**config.mk**
```make
export PLATFORM = sky130hd
export DESIGN_NAME = op_issuer
export DESIGN_NICKNAME = d
export VERILOG_FILES = /design/src/rtl/op_issuer.sv
export SDC_FILE = /design/constraint.sdc
export NUM_CORES = 1
export LEC_CHECK = 0
export CELL_PAD_IN_SITES_DETAIL_PLACEMENT = 0
export CELL_PAD_IN_SITES_GLOBAL_PLACEMENT = 1
export CORE_MARGIN = 3
export CORE_UTILIZATION = 21
export DETAILED_ROUTE_END_ITERATION = 8
export PLACE_DENSITY = 0.88
export SYNTH_ARGS = -nofsm -noshare
export SYNTH_HDL_FRONTEND = slang
export SYNTH_SLANG_ARGS = --single-unit
```
**constraint.sdc**
```tcl
create_clock -name clk -period 1.65 [get_ports clk]
set_clock_uncertainty 0.15 [all_clocks]
set_input_delay 0.33 -clock clk [delete_from_list [all_inputs] [get_ports clk]]
set_output_delay 0.33 -clock clk [all_outputs]
set_load 0.02 [all_outputs]
```
**src/rtl/op_issuer.sv**
```systemverilog
// op_issuer: host-side initiator that sequences command words onto the
// matrix controller's operation/enable/in_data port and collects read pages.
module op_issuer #(
    parameter int unsigned PAGE_WORDS = 64,
    parameter int unsigned MM_CYCLES  = 80,
    parameter int unsigned RD_LAT     = 1
) (
    input  logic        clk,
    input  logic        reset,
    input  logic        cmd_valid,
    output logic        cmd_ready,
    input  logic [31:0] cmd_word,
    input  logic        wr_valid,
    output logic        wr_ready,
    input  logic [31:0] wr_data,
    output logic        rd_valid,
    input  logic        rd_ready,
    output logic [31:0] rd_data,
    output logic        ctl_enable,
    output logic [31:0] ctl_operation,
    output logic [31:0] ctl_in_data,
    input  logic [31:0] ctl_out_data,
    output logic        busy,
    output logic        done,
    output logic        err
);

    localparam int unsigned RD_SPAN = PAGE_WORDS + RD_LAT;
    localparam int unsigned CNT_MAX = (RD_SPAN > MM_CYCLES) ? RD_SPAN : MM_CYCLES;
    localparam int unsigned CW      = $clog2(CNT_MAX + 1);
    localparam int unsigned MM_LAST = MM_CYCLES - 1;
    localparam int unsigned WR_LAST = PAGE_WORDS - 1;
    localparam int unsigned RD_LAST = RD_SPAN - 1;

    typedef enum logic [2:0] {
        S_IDLE  = 3'd0,
        S_MM    = 3'd1,
        S_WRITE = 3'd2,
        S_READ  = 3'd3,
        S_GAP   = 3'd4
    } state_e;

    state_e        state_q;
    logic [CW-1:0] cnt_q;
    logic [CW-1:0] cnt_d;
    logic [31:0]   cmd_q;
    logic          err_q;

    // Shared increment for the per-command word / cycle counter
    assign cnt_d = cnt_q + CW'(1);

    // Command sequencer: latch the word in IDLE, count cycles or handshakes, always pass through GAP
    always_ff @(posedge clk or negedge reset) begin
        if (!reset) begin
            state_q <= S_IDLE;
            cnt_q   <= '0;
            cmd_q   <= '0;
            err_q   <= 1'b0;
        end else begin
            case (state_q)
                S_IDLE: begin
                    if (cmd_valid) begin
                        cmd_q <= cmd_word;
                        cnt_q <= '0;
                        case (cmd_word[3:0])
                            4'd0:    state_q <= S_GAP;
                            4'd1:    state_q <= S_MM;
                            4'd2:    state_q <= S_WRITE;
                            4'd3:    state_q <= S_READ;
                            default: begin
                                err_q   <= 1'b1;
                                state_q <= S_GAP;
                            end
                        endcase
                    end
                end
                S_MM: begin
                    if (cnt_q == CW'(MM_LAST)) begin
                        cnt_q   <= '0;
                        state_q <= S_GAP;
                    end else begin
                        cnt_q <= cnt_d;
                    end
                end
                S_WRITE: begin
                    if (wr_valid) begin
                        if (cnt_q == CW'(WR_LAST)) begin
                            cnt_q   <= '0;
                            state_q <= S_GAP;
                        end else begin
                            cnt_q <= cnt_d;
                        end
                    end
                end
                S_READ: begin
                    if (rd_ready) begin
                        if (cnt_q == CW'(RD_LAST)) begin
                            cnt_q   <= '0;
                            state_q <= S_GAP;
                        end else begin
                            cnt_q <= cnt_d;
                        end
                    end
                end
                S_GAP: begin
                    cnt_q   <= '0;
                    state_q <= S_IDLE;
                end
                default: begin
                    cnt_q   <= '0;
                    state_q <= S_IDLE;
                end
            endcase
        end
    end

    // Port drive decoded from the state register; enable follows the host handshake while streaming
    always_comb begin
        cmd_ready     = 1'b0;
        wr_ready      = 1'b0;
        rd_valid      = 1'b0;
        ctl_enable    = 1'b0;
        ctl_operation = '0;
        ctl_in_data   = '0;
        case (state_q)
            S_IDLE: begin
                cmd_ready  = reset;
                ctl_enable = reset;
            end
            S_MM: begin
                ctl_operation = cmd_q;
                ctl_enable    = reset;
            end
            S_WRITE: begin
                ctl_operation = cmd_q;
                wr_ready      = 1'b1;
                ctl_enable    = reset & wr_valid;
                ctl_in_data   = wr_data;
            end
            S_READ: begin
                ctl_operation = cmd_q;
                ctl_enable    = reset & rd_ready;
                rd_valid      = rd_ready && (cnt_q >= CW'(RD_LAT));
            end
            S_GAP: begin
                ctl_enable = reset;
            end
            default: begin
                ctl_enable = 1'b0;
            end
        endcase
    end

    assign rd_data = ctl_out_data;
    assign busy    = (state_q != S_IDLE);
    assign done    = (state_q == S_GAP);
    assign err     = err_q;

endmodule

```
After elaboration in Yosys (flattened, before gate mapping)
Index checks and enable logic that the tools add are counted.

word-level totals
  output and inout bits = 103
  bits in registers = 43
  memories kept = 0
  bits in writable memories = 0
  latch bits = 0
  input bits = 101
  logic and storage cells = 57
  ROM bits = 0

cells by class
  bitwise operators = 3
  muxes and demuxes = 21
  divide/modulo/power cells = 0
  multiply operators = 0
  order comparisons = 1
  shift-type cells = 0
  add/subtract/negate cells = 1
  reductions and logical operators = 11
  equal/unequal tests = 16

operators with widths
  kind                   count
  $mux W32               2
  $mux W7                6
  $pmux W7 S4            1
  $mux W3                6
  $eq A7 B7 Y1 const B   2
  $ne A2 B2 Y1 const B   6
  $pmux W3 S4            1
  $pmux W3 S3            1
  $eq A4 B2 Y1 const B   2
  $add A7 B1 Y7 const B  1
  $eq A7 B6 Y1 const B   1
  $ge A7 B1 Y1 const B   1
  $eq A3 B2 Y1 const B   2
  $reduce_and A3 Y1      2
  $reduce_and A6 Y1      1
  $reduce_or A3 Y1       2
  $eq A4 B1 Y1 const B   1
  $logic_not A4 Y1       1
  $reduce_or A4 Y1       1
  $eq A3 B1 Y1 const B   1
  $eq A3 B3 Y1 const B   1
  $logic_not A3 Y1       1
  $mux W1                3
  $pmux W1 S3            1
  5 further kinds        6

Logic depth before layout (Yosys ltp)
Gate-level depths: netlist of run 1.

  word-level depth = 4
  mapped depth = 6
  depth with buffers taken out = 6

Worst setup path after synthesis of run 1
Ideal clock, no wire load.

  path type = flip-flop to output port
  from = register state_q[1]
  to = output ctl_in_data[22]
  path buffers = 2
  cell stages (with the launch flop) = 6
  arrival time = 1.483 ns
  slack = -0.313 ns
  required time = 1.170 ns
  cell sequence = dfrtp_1 > buf_2 > nand2b_1 > nor2_1 > clkbuf_1 > and2_1

on the way
  word-level cells in the longest chain between the ends = 2

RTL lines
  what                    line  text
  from (decl)             43    state_e state_q;
  from (signal assigned)  55    state_q <= S_IDLE;
  from (signal assigned)  66    4'd0: state_q <= S_GAP;
  from (signal assigned)  67    4'd1: state_q <= S_MM;
  $eq A3 B2 Y1            125   case (state_q)
  $mux W32                125
  to (decl)               21    output logic [31:0] ctl_in_data,

Every way passes these cells.

Worst setup path after layout of run 1
  from = register state_q[1]
  to = register cmd_q[5]

on the way
  word-level cells in the longest chain between the ends = 2

RTL lines
  what                         line  text
  $logic_not A3 Y1             60    case (state_q)
  $reduce_and A2 Y1 (no line)  --
  to (signal assigned)         63    cmd_q <= cmd_word;
  to (decl)                    46    logic [31:0] cmd_q;

Every way passes these cells.
A chain may end at the register's enable or synchronous reset.

==> impl_summary.txt, run 1 <==
----------------------------------------------------
[Timing]
  Least-Margin Pin Slew ... 578 ps
  Worst max-slew margin expressed relative to the limit ... 0.615
  Final-layout worst hold slack ... 54.1 ps
  Period Utilization, post-route ... 1.18
  Final sum of negative setup slack ... -28020 ps
  Post-layout min period ... 1950 ps
  Number of pins with negative max-slew slack in the final report ... 0
  Final Hold Fails ... 0
  Count of endpoints failing setup in the final report ... 113
  Min setup slack post-route ... -301 ps
  Setup repair after global routing missed its margin ... true
  Highest attainable clock frequency ... 0.513 GHz

[Die]
  Total core area ... 12200 um2
  I/O Pins ... 204
  Starting density of the core ... 0.218
  Area of the die ... 14100 um2
  Rows ... 40
  Die H ... 119 um
  X dimension of the die ... 119 um

[Synth]
  Number of warnings reported in the yosys synthesis log ... 0
  Mapped cell area ... 2660 um2
  Average cell area after synthesis ... 10.0 um2
  Post-synthesis cell count ... 265
  Synthesized netlist net count ... 369
  Number of enable-type register cells in the synthesized netlist ... 0
  Proportion of register bits with asynchronous set or reset after synthesis ... 1.00
  Post-synthesis cell type count ... 40
  Commonest register cell after synthesis ... dfrtp_1
  Register area share after synthesis ... 0.404
  Number of synthesized register bits ... 43

[Run]
  Max cap viols ... 0

[Run status]
  Run status ... finished with violations
  Violated checks ... negative setup slack

[Pwr]
  Peak supply drop ... 0.496 mV
  PD cells ... 732 nW/um2
  LEAKAGE ... 2.32 nW

[Cells and area]
  Most common cell after layout, fill and taps aside ... buf_6
  Antenna diode instance count ... 0
  Net count of the finished layout ... 520
  Leading cell types in the layout, fill and taps excluded ... buf_6, clkdlybuf4s50_1, and2_4
  Fin util ... 0.430
  Relative area change from synthesis to final layout ... 97.2%
  Count of filler cells inserted in the layout ... 1164
  Final instance count without filler cells ... 585
  Share of cells above drive strength 1 ... 0.609

[Setup path]
  Nature of the critical path endpoint ... register
  CP Cell Sequence ... buf_8, nor3_4, buf_4, and2_4, clkbuf_16, mux2_4
  R2R Path End ... cmd_q[5]$_DFFE_PN0P_
  Arrival @ worst endpoint ... 1970 ps
  Setup crit start kind ... register
  Worst reg2reg path startpoint ... state_q[1]$_DFFE_PN0P_
  Worst-path maximum fanout ... 9
  Register-to-Register Path Depth ... 6
  CP peak stage delay ... 450 ps
  Slowest library cell on the worst path ... dfrtp_2
  Register-to-register setup slack ... -300 ps
  Data required time at the worst endpoint ... 1660 ps
  Worst Path Class, Setup ... reg -> reg

[CTS]
  Clock slew seen by the registers of the worst setup and hold paths ... 60 ps
  Master cell of the clock root buffer ... clkbuf_16
  Post-cts hold buffer count ... 0
  H-tree lvl count ... 2
  Number of clock buffers inserted by TritonCTS ... 5
  TritonCTS clock tree ... done
  Clock Path Buffers ... 2
  Clock network latency to the later pin of the worst-skew pair ... 280 ps
  Clk sinks ... 43

[Global routing]
  Wire length of the first global-routing pass ... 15600 um
  Antenna violations before repair ... 0
  Number of global-route vias before repair ... 2848
  Largest net degree at the start of global routing ... 44
  Global route overflow ... 0
  Overall fraction of global-route tracks in use ... 0.138

[Drt]
  DRC violation total after the first TritonRoute iteration ... 124
  Number of nets with antenna violations after detailed routing ... 0
  Vias after detailed routing ... 2538
  Drt total wl ... 10400 um
  Via density per instance ... 4.34
  Post-DR wirelength/cell ... 17.9 um
  DR DRC count ... 0
  Number of detailed-route iterations in the first pass ... 4

[Place]
  Total placed cells including tap cells ... 560
  Placer congestion estimate ... 0.834
  Port-buffer cells ... 139
  Post-DP HPWL ... 7300 um

[Hold path]
  Class of the worst hold path ... in -> async

----------------------------------------------------
how the worst max path moves through the flow:
stage                                 from               endpoint  slack, ps  cells after the start
finish              state_q[1]$_DFFE_PN0P_   cmd_q[5]$_DFFE_PN0P_       -300                      6
global route        state_q[1]$_DFFE_PN0P_  cmd_q[31]$_DFFE_PN0P_       -370                      6
CTS                 state_q[0]$_DFFE_PN0P_         ctl_in_data[6]       -360                      6
detailed placement                rd_ready             ctl_enable       -640                      5
global placement                  rd_ready             ctl_enable       -640                      5
floorplan           state_q[1]$_DFFE_PN0P_        ctl_in_data[10]        -40                      5
critical path: cells and delay by family, from the launching register on:
kind / cells / cell delay [ps]
buffers and inverters: 3 / 510
flip-flops: 1 / 450
multiplexers: 1 / 300
AND/OR/NAND/NOR: 2 / 410
through the flow:
step / setup WS, ps / total power, mW / area [um2]
after floorplan: -40.4 / 1.98 / 2760
after global placement: -644 / 2.35 / 4320
after detailed placement: -638 / 2.39 / 4320
after CTS: -364 / 3.65 / 4840
after global routing: -365 / 4.03 / 5250
final: -301 / 3.84 / 5250
cell usage after synthesis, types with 2 or more instances:
library cell | n | share of area
a211oi_1 | 2 | 0.0056
a21oi_1 | 7 | 0.013
a31oi_1 | 3 | 0.0070
and2_1 | 67 | 0.16
buf_2 | 2 | 0.0038
buf_4 | 35 | 0.099
clkbuf_1 | 8 | 0.011
dfrtp_1 | 43 | 0.40
ha_1 | 3 | 0.014
inv_1 | 5 | 0.0070
mux2_2 | 33 | 0.14
nand2_1 | 9 | 0.013
nand2b_1 | 5 | 0.012
nand3_1 | 3 | 0.0056
nand4b_1 | 2 | 0.0066
nor2_1 | 3 | 0.0042
nor4_1 | 3 | 0.0070
nor4bb_1 | 2 | 0.0075
o211ai_1 | 2 | 0.0056
o21ai_0 | 6 | 0.011
o22ai_1 | 3 | 0.0070
state kept, by name (all words and copies together) (netlist names):
name / cells
state_q: 3
err: 1
cmd_q: 32
cnt_q: 7
cell families after synthesis:
kind of cell,share of synthesized area
buffers and inverters,0.121
and+or+nand+nor,0.240
adders and majority gates,0.0141
muxes,0.143
DFF,0.404
AOI/OAI and AO/OA,0.0775
layer usage:
layer | GRT usage | share of wire
met4 | 0.0362 | 0.020
met1 | 0.147 | 0.36
met3 | 0.0359 | 0.074
met5 | 0 | 0
met2 | 0.267 | 0.54
final cells by class:
cell class                 instances  area (um2)  area share
timing repair buffer             189        2040       0.388
multi-input combinational        172        1750       0.333
sequential                        43        1080       0.205
tap                              168         210      0.0400
clock buffer                       8         156      0.0298
inverter                           5        18.8     0.00357
power breakdown:
part / leakage [nW] / internal [mW] / switching [mW]
registers: 0.520 / 1.26 / 0.122
clock network: 0.0772 / 0.645 / 0.391
logic: 1.72 / 0.896 / 0.528
total: 2.32 / 2.80 / 1.04
what timing repair did:
item / CTS / global route
pin swaps: 13 / 25
cloned: 3 / 3
gates resized for setup: 448 / 102
buffers inserted: 9 / 4
endpoints found under the hold margin: 0 / 0
setup endpoints to repair: 114 / 113
Note: power is estimated with default switching activity, not from simulation.
==> run 2: changes to the inputs <==
--- a/config.mk
+++ b/config.mk
@@ -5,12 +5,13 @@
 export SDC_FILE = /design/constraint.sdc
 export NUM_CORES = 1
 export LEC_CHECK = 0
+export ABC_AREA = 1
 export CELL_PAD_IN_SITES_DETAIL_PLACEMENT = 0
 export CELL_PAD_IN_SITES_GLOBAL_PLACEMENT = 1
 export CORE_MARGIN = 3
-export CORE_UTILIZATION = 21
+export CORE_UTILIZATION = 20
 export DETAILED_ROUTE_END_ITERATION = 8
-export PLACE_DENSITY = 0.88
+export PLACE_DENSITY = 0.87
 export SYNTH_ARGS = -nofsm -noshare
 export SYNTH_HDL_FRONTEND = slang
 export SYNTH_SLANG_ARGS = --single-unit
==> impl_summary.txt, run 2 <==
----------------------------------------------------
[Run status]
  Run status ... finished with violations
  Violated checks ... negative setup slack

[Cells and area]
  Max reg flops ... 32
  Count of filler cells inserted in the layout ... 1415
  Antenna diode instance count ... 0
  Register containing the most flip-flops in the final layout ... cmd_q
  Leading cell types in the layout, fill and taps excluded ... inv_1, nand2_1, clkdlybuf4s50_1
  Most common cell after layout, fill and taps aside ... inv_1
  Net count of the finished layout ... 678
  Area used by multi-input combinational logic ... 1380 um2
  Share of cells above drive strength 1 ... 0.364
  Relative area change from synthesis to final layout ... 81.7%
  FF/Latch Area ... 1080 um2
  Registers with the most flip-flops ... cmd_q: 32 flops, cnt_q: 7 flops, state_q: 3 flops

[CTS]
  Number of clock buffers inserted by TritonCTS ... 5
  Clock Path Buffers ... 2
  H-tree lvl count ... 2
  Clock network latency to the later pin of the worst-skew pair ... 280 ps
  Post-cts hold buffer count ... 0
  Clk sinks ... 43
  Clock slew seen by the registers of the worst setup and hold paths ... 60 ps
  Master cell of the clock root buffer ... clkbuf_16
  TritonCTS clock tree ... done

[Timing]
  Highest attainable clock frequency ... 0.505 GHz
  Period Utilization, post-route ... 1.20
  Worst max-slew margin expressed relative to the limit ... 0.609
  Final-layout worst hold slack ... 60.4 ps
  Min setup slack post-route ... -331 ps
  Count of endpoints failing setup in the final report ... 113
  Final Hold Fails ... 0
  Setup repair after global routing missed its margin ... true
  Number of pins with negative max-slew slack in the final report ... 0
  Post-layout min period ... 1980 ps
  Least-Margin Pin Slew ... 586 ps

[Setup path]
  Arrival @ worst endpoint ... 1500 ps
  Worst Path Class, Setup ... reg -> out
  Nature of the critical path endpoint ... output pin
  Data required time at the worst endpoint ... 1170 ps
  Setup crit start kind ... register
  Register-to-Register Path Depth ... 11
  Worst reg2reg path startpoint ... state_q[1]$_DFFE_PN0P_
  R2R Path End ... err$_DFFE_PN0P_
  Worst-path maximum fanout ... 4
  Register-to-register setup slack ... -230 ps

[Die]
  Total core area ... 13600 um2
  Rows ... 42
  X dimension of the die ... 125 um
  Area of the die ... 15600 um2
  Starting density of the core ... 0.209
  Die H ... 125 um
  I/O Pins ... 204

[Synth]
  Commonest register cell after synthesis ... dfrtp_1
  Post-synth top cells ... inv_1, nor2_1, nand2_1
  Post-synthesis cell count ... 414
  Cell types with the largest area share after synthesis ... dfrtp_1, inv_1, nor2_1
  Share of the synthesized area in the top cell type ... 0.380
  Main combinational cell family by area after synthesis ... simple AND/OR/NAND/NOR gates
  Compound-gate portion of the synthesized area ... 0.0755
  Number of warnings reported in the yosys synthesis log ... 0
  Post-synthesis xor/xnor area fraction ... 0.00309
  Post-synthesis adder-cell area fraction ... 0.0132
  Synthesized netlist net count ... 518
  Proportion of register bits with asynchronous set or reset after synthesis ... 1.00
  Synth area leader ... dfrtp_1
  Multiplexer fraction of the synthesized cell area ... 0
  Register area share after synthesis ... 0.380
  Number of synthesized register bits ... 43
  Mapped cell area ... 2830 um2
  Post-synthesis cell type count ... 27
  Number of enable-type register cells in the synthesized netlist ... 0
  Average cell area after synthesis ... 6.85 um2
  Fraction of the mapped netlist area in simple logic gates ... 0.290

[Global routing]
  Global route overflow ... 0
  Wire length of the first global-routing pass ... 14400 um
  Largest net degree at the start of global routing ... 44
  Number of global-route vias before repair ... 2970
  Antenna violations before repair ... 0
  Overall fraction of global-route tracks in use ... 0.111

[Place]
  Port-buffer cells ... 139
  Placer congestion estimate ... 0.814
  Post-DP HPWL ... 6430 um

[Drt]
  Top Metal Used ... met4
  Number of nets with antenna violations after detailed routing ... 0
  Post-DR wirelength/cell ... 12.5 um
  Number of detailed-route iterations in the first pass ... 4
  Via density per instance ... 3.98
  Vias after detailed routing ... 2988
  Met2 WL ... 4430 um
  Total routed wire length on the met1 layer ... 3990 um
  Drt total wl ... 9370 um
  DRC violation total after the first TritonRoute iteration ... 55
  DR DRC count ... 0
  Met3 wire length ... 817 um

[Pwr]
  PD cells ... 1260 nW/um2
  Peak supply drop ... 0.613 mV
  LEAKAGE ... 2.57 nW
  Overall power consumption ... 6.49 mW

[Run]
  Max cap viols ... 0

[Hold path]
  Class of the worst hold path ... in -> async

----------------------------------------------------
==> run 2: cell types whose count changed after synthesis, moves of 5 or more <==
cell and change:
nand2_1 +67, o21ai_1 +25, nand3_1 +8, o21ai_0 +6, a21oi_1 -7, nor2_1 +82
inv_1 +80, mux2_2 -33, nand2b_1 -5, and2_1 -67
==> run 2: how the worst max path moves through the flow <==
stage	slack, ps	from	cells after the start	endpoint
floorplan	6	state_q[2]$_DFFE_PN0P_	4	ctl_in_data[10]
global placement	-510	rd_ready	4	ctl_enable
detailed placement	-540	rd_ready	4	ctl_enable
CTS	-380	state_q[1]$_DFFE_PN0P_	8	ctl_in_data[7]
global route	-400	state_q[1]$_DFFE_PN0P_	8	ctl_in_data[27]
finish	-330	state_q[1]$_DFFE_PN0P_	8	ctl_in_data[27]
==> run 2: layout make-up <==
class | instances | share of cell area
repair buffers | 200 | 0.383
well taps | 176 | 0.0428
clock inverters | 2 | 0.00729
multi-input cells | 236 | 0.268
flip-flops and latches | 43 | 0.209
clock buffers | 5 | 0.0243
inverters | 88 | 0.0651
==> run 2: critical path, cell delays in order (launching register included) <==
cell	delay, ps
dfrtp_1	380
buf_6	130
inv_4	30
nor2_4	110
nand2_4	80
buf_6	130
buf_8	130
nor2_4	100
buf_6	120
==> run 2: through the flow <==
step                      instance area [um2]  std cells   util  setup TNS (ps)  setup slack, ps
after floorplan                          2840        414      -               0             6.08
after global placement                   4460        724  0.329          -29620             -512
after detailed placement                 4460        724  0.329          -31350             -542
after CTS                                4590        740  0.339          -20450             -384
after global routing                     5150        750  0.380          -34480             -395
final                                    5150        750  0.380          -25760             -331
==> run 2: metal layers <==
metal  vias to the layer above  global-route usage
met5                         -                   0
met4                         0              0.0332
met3                        14              0.0397
met2                       123               0.183
met1                      1343               0.136
li1                       1508                   -
==> run 2: logic make-up (layout without fill, tap and decap cells) <==
group           Yosys count  count (layout)
compound gates           41              41
xor+xnor                  1               1
fa+ha+maj                 3               3
buf+inv                 135             295
flops                    43              43
simple gates            191             191
==> run 2: report_power, final <==
group          leakage (nW)  internal, mW  switching [mW]  total [mW]
clock network        0.0759         0.706           0.416        1.12
logic                  1.95          1.79            1.98        3.76
registers             0.539          1.47           0.132        1.60
total                  2.57          3.96            2.53        6.49
==> run 2: repair_timing <==
action / 4_1_cts / 5_1_grt
resized for setup: 335 / 125
pin swaps: 3 / 10
buffers inserted: 6 / 5
endpoints found under the setup margin: 111 / 113
cloned: 3 / 6
==> run 3: changes to the inputs <==
--- a/config.mk
+++ b/config.mk
@@ -12,6 +12,7 @@
 export CORE_UTILIZATION = 20
 export DETAILED_ROUTE_END_ITERATION = 8
 export PLACE_DENSITY = 0.87
+export SLEW_MARGIN = 20
 export SYNTH_ARGS = -nofsm -noshare
 export SYNTH_HDL_FRONTEND = slang
 export SYNTH_SLANG_ARGS = --single-unit
==> results of run 3 <==
No change in the layout: final DEF, timing and power equal those of run 2.
